`config.mk`:
```
export PLATFORM = sky130hd
export DESIGN_NAME = rdy_vld_pack
export DESIGN_NICKNAME = d
export VERILOG_FILES = /design/src/rtl/rdy_vld_pack.sv
export SDC_FILE = /design/constraint.sdc
export NUM_CORES = 1
export LEC_CHECK = 0
export ABC_AREA = 1
export CAP_MARGIN = 10
export CORE_UTILIZATION = 50
export CTS_BUF_LIST = sky130_fd_sc_hd__clkbuf_8
export DETAILED_ROUTE_END_ITERATION = 7
export GPL_TIMING_DRIVEN = 0
export PLACE_DENSITY = 0.78
export SKIP_CTS_REPAIR_TIMING = 1
export SYNTH_ARGS = -nofsm -noshare
export SYNTH_HDL_FRONTEND = slang
export SYNTH_SLANG_ARGS = --single-unit
export TNS_END_PERCENT = 100
```
`constraint.sdc`:
```
create_clock -name clk -period 1.8 [get_ports clk]
set_clock_uncertainty 0.1 [all_clocks]
set_input_delay 0.36 -clock clk [delete_from_list [all_inputs] [get_ports clk]]
set_output_delay 0.36 -clock clk [all_outputs]
set_load 0.05 [all_outputs]
```
`src/rtl/rdy_vld_pack.sv`:
```
// Ready/valid width packer: gathers RATIO input beats of DWIDTH bits into one
// output word with a per-lane keep mask, closing early on last_in.
module rdy_vld_pack #(
  parameter int unsigned DWIDTH = 32,
  parameter int unsigned RATIO  = 4
) (
  input  logic                     clk,
  input  logic                     rst,
  input  logic                     vld_in,
  input  logic [DWIDTH-1:0]        din,
  input  logic                     last_in,
  output logic                     rdy_out,
  output logic                     vld_out,
  output logic [DWIDTH*RATIO-1:0]  dout,
  output logic [RATIO-1:0]         keep_out,
  output logic                     last_out,
  input  logic                     rdy_in
);

  localparam int unsigned CW = (RATIO > 1) ? $clog2(RATIO) : 1;
  localparam int unsigned OW = DWIDTH * RATIO;
  localparam logic [CW-1:0] LAST_LANE = CW'(RATIO - 1);

  logic [CW-1:0]     r_cnt;
  logic [OW-1:0]     r_acc;
  logic              r_vld;
  logic [OW-1:0]     r_dout;
  logic [RATIO-1:0]  r_keep;
  logic              r_last;

  logic              w_accept;
  logic              w_complete;
  logic [CW-1:0]     w_cnt_nxt;
  logic [OW-1:0]     w_acc_nxt;
  logic              w_vld_nxt;
  logic [OW-1:0]     w_word;
  logic [RATIO-1:0]  w_keep;

  // Upstream may push whenever the output slot is empty or being drained now.
  assign rdy_out    = ~r_vld | rdy_in;
  assign w_accept   = vld_in & rdy_out;
  assign w_complete = w_accept & (last_in | (r_cnt == LAST_LANE));

  // Candidate word: stored lanes below cnt, incoming beat at cnt, zeros above.
  always_comb begin
    w_word    = '0;
    w_keep    = '0;
    w_acc_nxt = r_acc;
    w_cnt_nxt = r_cnt;
    w_vld_nxt = r_vld;
    for (int unsigned k = 0; k < RATIO; k++) begin
      if (CW'(k) < r_cnt) begin
        w_word[k*DWIDTH +: DWIDTH] = r_acc[k*DWIDTH +: DWIDTH];
        w_keep[k]                  = 1'b1;
      end else if (CW'(k) == r_cnt) begin
        w_word[k*DWIDTH +: DWIDTH] = din;
        w_keep[k]                  = 1'b1;
      end
    end
    if (w_complete) begin
      w_acc_nxt = '0;
      w_cnt_nxt = '0;
    end else if (w_accept) begin
      for (int unsigned k = 0; k < RATIO; k++) begin
        if (CW'(k) == r_cnt) begin
          w_acc_nxt[k*DWIDTH +: DWIDTH] = din;
        end
      end
      w_cnt_nxt = r_cnt + CW'(1);
    end
    // A completion in the same cycle as a drain reloads with no bubble.
    if (w_complete) begin
      w_vld_nxt = 1'b1;
    end else if (r_vld & rdy_in) begin
      w_vld_nxt = 1'b0;
    end
  end

  always_ff @(posedge clk) begin
    if (rst) begin
      r_cnt  <= '0;
      r_acc  <= '0;
      r_vld  <= 1'b0;
      r_dout <= '0;
      r_keep <= '0;
      r_last <= 1'b0;
    end else begin
      r_cnt <= w_cnt_nxt;
      r_acc <= w_acc_nxt;
      r_vld <= w_vld_nxt;
      if (w_complete) begin
        r_dout <= w_word;
        r_keep <= w_keep;
        r_last <= last_in;
      end
    end
  end

  assign vld_out  = r_vld;
  assign dout     = r_dout;
  assign keep_out = r_keep;
  assign last_out = r_last;

endmodule

```
# Yosys cells after proc, flatten, opt, wreduce, memory -nomap -nowiden

Index checks and enable logic that the tools add are counted.
W data, S select, Z words.

Bits in read-only memories: 0
Output and inout port bits: 135
Logic and storage cells: 49
RAM bits: 0
Register bits after elaboration: 264
Input port bits: 37
Memories: 0
Latch bits: 0

Reduce and logical (&&, ||, !) cells: 7
Magnitude comparators: 4
Equality and inequality tests: 4
Bitwise logic cells: 6
Divide/modulo/power cells: 0
Multipliers: 0
Shift-type cells: 0
$add $sub $neg: 1
Muxes and demuxes: 18

Operator list:

| operator              | number |
|---|---|
| $mux W32              | 8 |
| $mux W1               | 10 |
| $reduce_and A2 Y1     | 4 |
| $eq A2 B2 Y1 const A  | 2 |
| $lt A1 B2 Y1 const A  | 2 |
| $lt A2 B2 Y1 const A  | 2 |
| $and A1 B1 Y1         | 3 |
| $add A2 B1 Y2 const B | 1 |
| $eq A1 B2 Y1 const A  | 1 |
| $eq A2 B2 Y1 const B  | 1 |
| $logic_not A2 Y1      | 1 |
| $or A1 B1 Y1          | 2 |
| $reduce_bool A2 Y1    | 1 |
| $reduce_or A2 Y1      | 1 |
| $not A1 Y1            | 1 |

# Depth between registers and ports, before layout

Depth in word-level cells: 5
Depth in mapped cells: 11
Mapped depth without buffers: 7

# Least setup slack after synthesis

Ideal clock, no wire load.

Path type: reg2reg
Start: reg r_cnt[1]
End: reg r_dout[26] (netlist: dout[26])
Path slack: -0.076 ns
Setup time: 0.113 ns
Period minus slack after synthesis: 1.876 ns
Stages on the path, launching flop included: 12
Required time: 1.587 ns
Path buffers: 5
Data arrival time: 1.663 ns
Cells stage by stage: dfxtp_1 > buf_2 > inv_1 > buf_2 > ha_1 > buf_2 > buf_2 > buf_2 > nand2_1 > o21ai_0 > nor2_1 > nor2_1

Word-level cells in the longest chain between the ends: 3
Elaborated cells on any way between the ends: 7
Those cells by class: order compare (1); eq/ne (1); mux (2); bitwise (2); reduce/logical (1)

RTL lines:

| element                                                 | line   | text |
|---|---|---|
| start: declaration                                      | 24     | `logic [CW-1:0] r_cnt;` |
| start signal: assignment                                | 88     | `r_cnt <= w_cnt_nxt;` |
| $eq A2 B2 Y1 / $logic_not A2 Y1 (equally long branches) | 42, 55 |  |
| $or A1 B1 Y1 / $mux W32 (equally long branches)         | 42, 55 |  |
| $and A1 B1 Y1 / $mux W32 (equally long branches)        | 42, 52 |  |
| end signal: assignment                                  | 92     | `r_dout <= w_word;` |
| end: declaration                                        | 27     | `logic [OW-1:0] r_dout;` |

Parallel ways exist; a longest one is shown, timed or not.
A chain may end at the register's enable or synchronous reset.

# Final worst setup path

Start: reg r_vld (netlist: vld_out)
End: out rdy_out

Word-level cells in the longest chain between the ends: 2

RTL lines:

| element                  | line | text |
|---|---|---|
| start: declaration       | 26   | `logic r_vld;` |
| start signal: assignment | 90   | `r_vld <= w_vld_nxt;` |
| $not A1 Y1               | 40   | `assign rdy_out = ~r_vld \| rdy_in;` |
| $or A1 B1 Y1             | 40   |  |
| end: declaration         | 12   | `output logic rdy_out,` |

Every way passes these cells.

==> results.md <==
- Most frequent CP cell: buf_8
- Seq/Total Area, Yosys: 42.5%
- Core ar.: 21200 µm²
- Status: finished with violations
- Max-Cap Viols: 0
- Die height: 150 µm
- Max incr delay on CP: 0.34 ns
- Sw Ratio: 31.8%
- Period utilization: 115%
- WS Path Type: flip-flop to output port
- Clock-pin slew on the worst setup and hold paths: 0.06 ns
- Max Root-Sink Buffers: 3
- Number of synthesized flops with an enable pin: 0
- DR pass1 iterations: 7
- TritonCTS clock tree: yes
- Number of global-route vias before repair: 10700
- Final hold violations: 0
- Most frequent cell after synthesis: nand2_1
- CTS Sinks: 232
- Yosys reg bits: 232
- Post-synth top cells: 611 x nand2_1, 283 x nor2_1, 232 x dfxtp_1, 225 x inv_1, 98 x nand3_1
- Drc violations: 0
- # rows: 53
- Syn avg cell area: 6.31 µm²
- Synth cell types: 21
- Initial Util: 51.5%
- H-tree Lvls: 2
- P_int: 8.98 mW
- Combinational Power Share: 22.1%
- Crit. End Element: output port
- Routed via count: 12100
- FFs w/ async S/R, synth: 0%
- Fmax: 485 MHz
- Clock latency on the worst-skew pair: 0.54 ns
- R2R setup slack: -0.23 ns
- Max transition margin: 49.8%
- Layout Nets: 2010
- CP max-delay cell: dfxtp_2
- Area taken by multi-input logic gates: 5300 µm²
- Detailed Route Iter0 Violations: 1287
- Die Span X: 150 µm
- Psw: 4.18 mW
- Clk root buf: clkbuf_8
- Setup-failing EPs final: 128
- Final HPWL DP: 25.0 mm
- Total number of yosys warnings: 0
- Setup WS post-layout: -0.262 ns
- Hold path startpoint: last_in
- Worst Path Required: 1.34 ns
- Synth area leader: dfxtp_1
- Period minus WS final: 2.06 ns
- Per-cell routed wire length: 16.8 µm
- Gp weighted congestion: 0.948
- Worst r2r path cells: 11
- Vias/cell: 5.35
- Clock power share: 36.0%
- PwrDens: 872 nW/µm²
- Hold WC Path Type: input pin to flip-flop
- Mapped Nets: 1774
- TritonCTS Buffers: 40
- Failing checks: negative setup slack
- Die area: 22400 µm²
- Top FF cell, synth: dfxtp_1
- Peak supply drop: 0.540 mV
- Top-area cell type share of the netlist area: 42.5%
- First-pass GRT wire length: 54.5 mm
- GRT Overall Usage: 31.3%
- Diode count: 0
- Worst Max-Slew Pin Slew: 0.753 ns
- Crit path from: vld_out$_SDFFE_PP0P_
- Hold path endpoint: last_out$_SDFFE_PP0P_
- Final Max Tran Viols: 0
- Syn Inst Count: 1731
- RSZ-0062 raised after global routing: true
- Hold Path Cell Cnt: 3
- Arrival @ worst endpoint: 1.60 ns
- Setup tns final: -14.64 ns
- Setup crit start kind: flip-flop
- Largest net degree at the start of global routing: 13
- Crit path max fanout: 10
- Gr ovfl total: 0
- Routed wire length: 38.0 mm
- Initial antenna violation count: 0
- Fillers: 1689
- Fin area: 15100 µm²
- Share of cells above drive strength 1: 16.6%
- Antenna-violating nets left: 0
- Area Overhead vs Synth: 38.2%
- Reg area: 4650 µm²
- Pleak: 9.25 nW
- Reg-to-Reg Start: r_cnt[1]$_SDFFE_PP0N_
- Flop pwr share: 41.9%
- Post-DP Area: 13000 µm²
- Top cells by area, synth: dfxtp_1 43%, nand2_1 21%, nor2_1 9.7%, inv_1 7.7%, nand4_1 5.5%
- Worst-path cell chain: nand2_4 > buf_6 > buf_8 > buf_12 > buf_8
- Cell Area, Synth: 10900 µm²
- I/O Pins: 172
- R2r endpoint: r_acc[35]$_SDFFE_PP0P_
- Port Buf Inserts: 171
==> routing by layer <==
metal  global-route usage [%]  share of wire (%)  vias up
met5                        0                  0        -
met4                     17.7                6.2        0
met3                     6.71                9.9      191
met2                     50.1                 46      708
met1                     38.9                 38     5522
li1                         -                  -     5725
==> cell type report <==
| cell class | instances | area share [%] |
|---|---|---|
| clock inverters | 21 | 0.730 |
| clock buffers | 49 | 4.47 |
| plain buffers | 120 | 5.90 |
| well taps | 275 | 2.28 |
| multi-input cells | 1150 | 35.1 |
| repair buffers | 196 | 15.0 |
| inverters | 227 | 5.67 |
| flip-flops and latches | 232 | 30.8 |
==> critical path, delay by kind of cell (launching register included) <==
family / cells / cell delay (ns)
buffers and inverters: 4 / 0.60
DFF: 1 / 0.34
and+or+nand+nor: 1 / 0.13
==> power by group through the flow <==
stage | sequential [mW] | clock (mW) | combinational [mW]
floorplan | 6.15 | 0 | 1.05
global placement | 5.62 | 0 | 2.37
global route | 5.54 | 5.00 | 3.10
CTS | 5.52 | 4.76 | 2.42
finish | 5.52 | 4.74 | 2.91
detailed placement | 5.63 | 0 | 2.40
==> placed cells by master, fill, tap and decap left out <==
cell / netlist / routed
nor2_1: 283 / 269
nand4_1: 96 / 96
clkbuf_16: 0 / 8
dfxtp_1: 232 / 229
a21oi_2: 0 / 1
inv_2: 2 / 3
nand2_2: 1 / 26
o21ai_4: 0 / 1
clkbuf_4: 0 / 12
a21oi_1: 15 / 14
ha_4: 0 / 2
nand3_2: 3 / 33
o21ai_2: 0 / 25
buf_8: 0 / 12
dlymetal6s2s_1: 0 / 114
buf_2: 78 / 48
clkbuf_1: 29 / 7
buf_1: 9 / 3
o21ai_0: 33 / 1
bufinv_16: 0 / 1
nor2_2: 1 / 15
o21ai_1: 0 / 6
or2_2: 1 / 1
nand2_8: 0 / 1
ha_1: 6 / 4
nand2_4: 1 / 6
dfxtp_4: 0 / 2
clkbuf_8: 0 / 49
clkinv_2: 0 / 4
clkbuf_2: 0 / 37
buf_12: 0 / 6
buf_6: 1 / 18
nand2_1: 611 / 580
nand3_4: 1 / 3
dfxtp_2: 0 / 1
buf_4: 5 / 15
inv_1: 225 / 239
clkdlybuf4s50_1: 0 / 36
nand3_1: 98 / 66
clkinvlp_4: 0 / 1
==> flip-flops by register name, summed over array words and instances (netlist names) <==
register,count
vld_out,1
dout,128
r_acc,96
keep_out,4
last_out,1
r_cnt,2
==> worst max-delay path by stage <==
stage | to | depth (start not counted)
6_report | rdy_out | 5
5_1_grt | rdy_out | 5
4_1_cts | rdy_out | 5
3_5_place_dp | rdy_out | 7
3_3_place_gp | rdy_out | 7
2_1_floorplan | dout[0]$_SDFFE_PP0P_ | 10
==> cell families (layout without fill, tap and decap cells) <==
| logic type | count (synthesis) | count (layout) | share of synthesized area (%) |
|---|---|---|---|
| fa+ha+maj | 6 | 6 | 0.688 |
| compound gates | 48 | 48 | 2.20 |
| buf+inv | 349 | 613 | 13.1 |
| simple gates | 1096 | 1096 | 41.4 |
| flops | 232 | 232 | 42.5 |
==> stage by stage <==
| step | cells | power, mW | util [%] | hold WS (ns) | setup WS [ns] |
|---|---|---|---|---|---|
| 3_5_place_dp | 2177 | 8.03 | 61.2 | 0.344 | -0.985 |
| 2_1_floorplan | 1731 | 7.20 | - | 0.329 | 0.0103 |
| 5_1_grt | 2270 | 13.6 | 71.1 | 0.356 | -0.296 |
| 6_report | 2270 | 13.2 | 71.1 | 0.341 | -0.262 |
| 3_3_place_gp | 2177 | 7.99 | 61.2 | 0.338 | -0.967 |
| 4_1_cts | 2247 | 12.7 | 64.9 | 0.330 | -1.03 |
No activity file was read; power rests on OpenSTA's default activity.
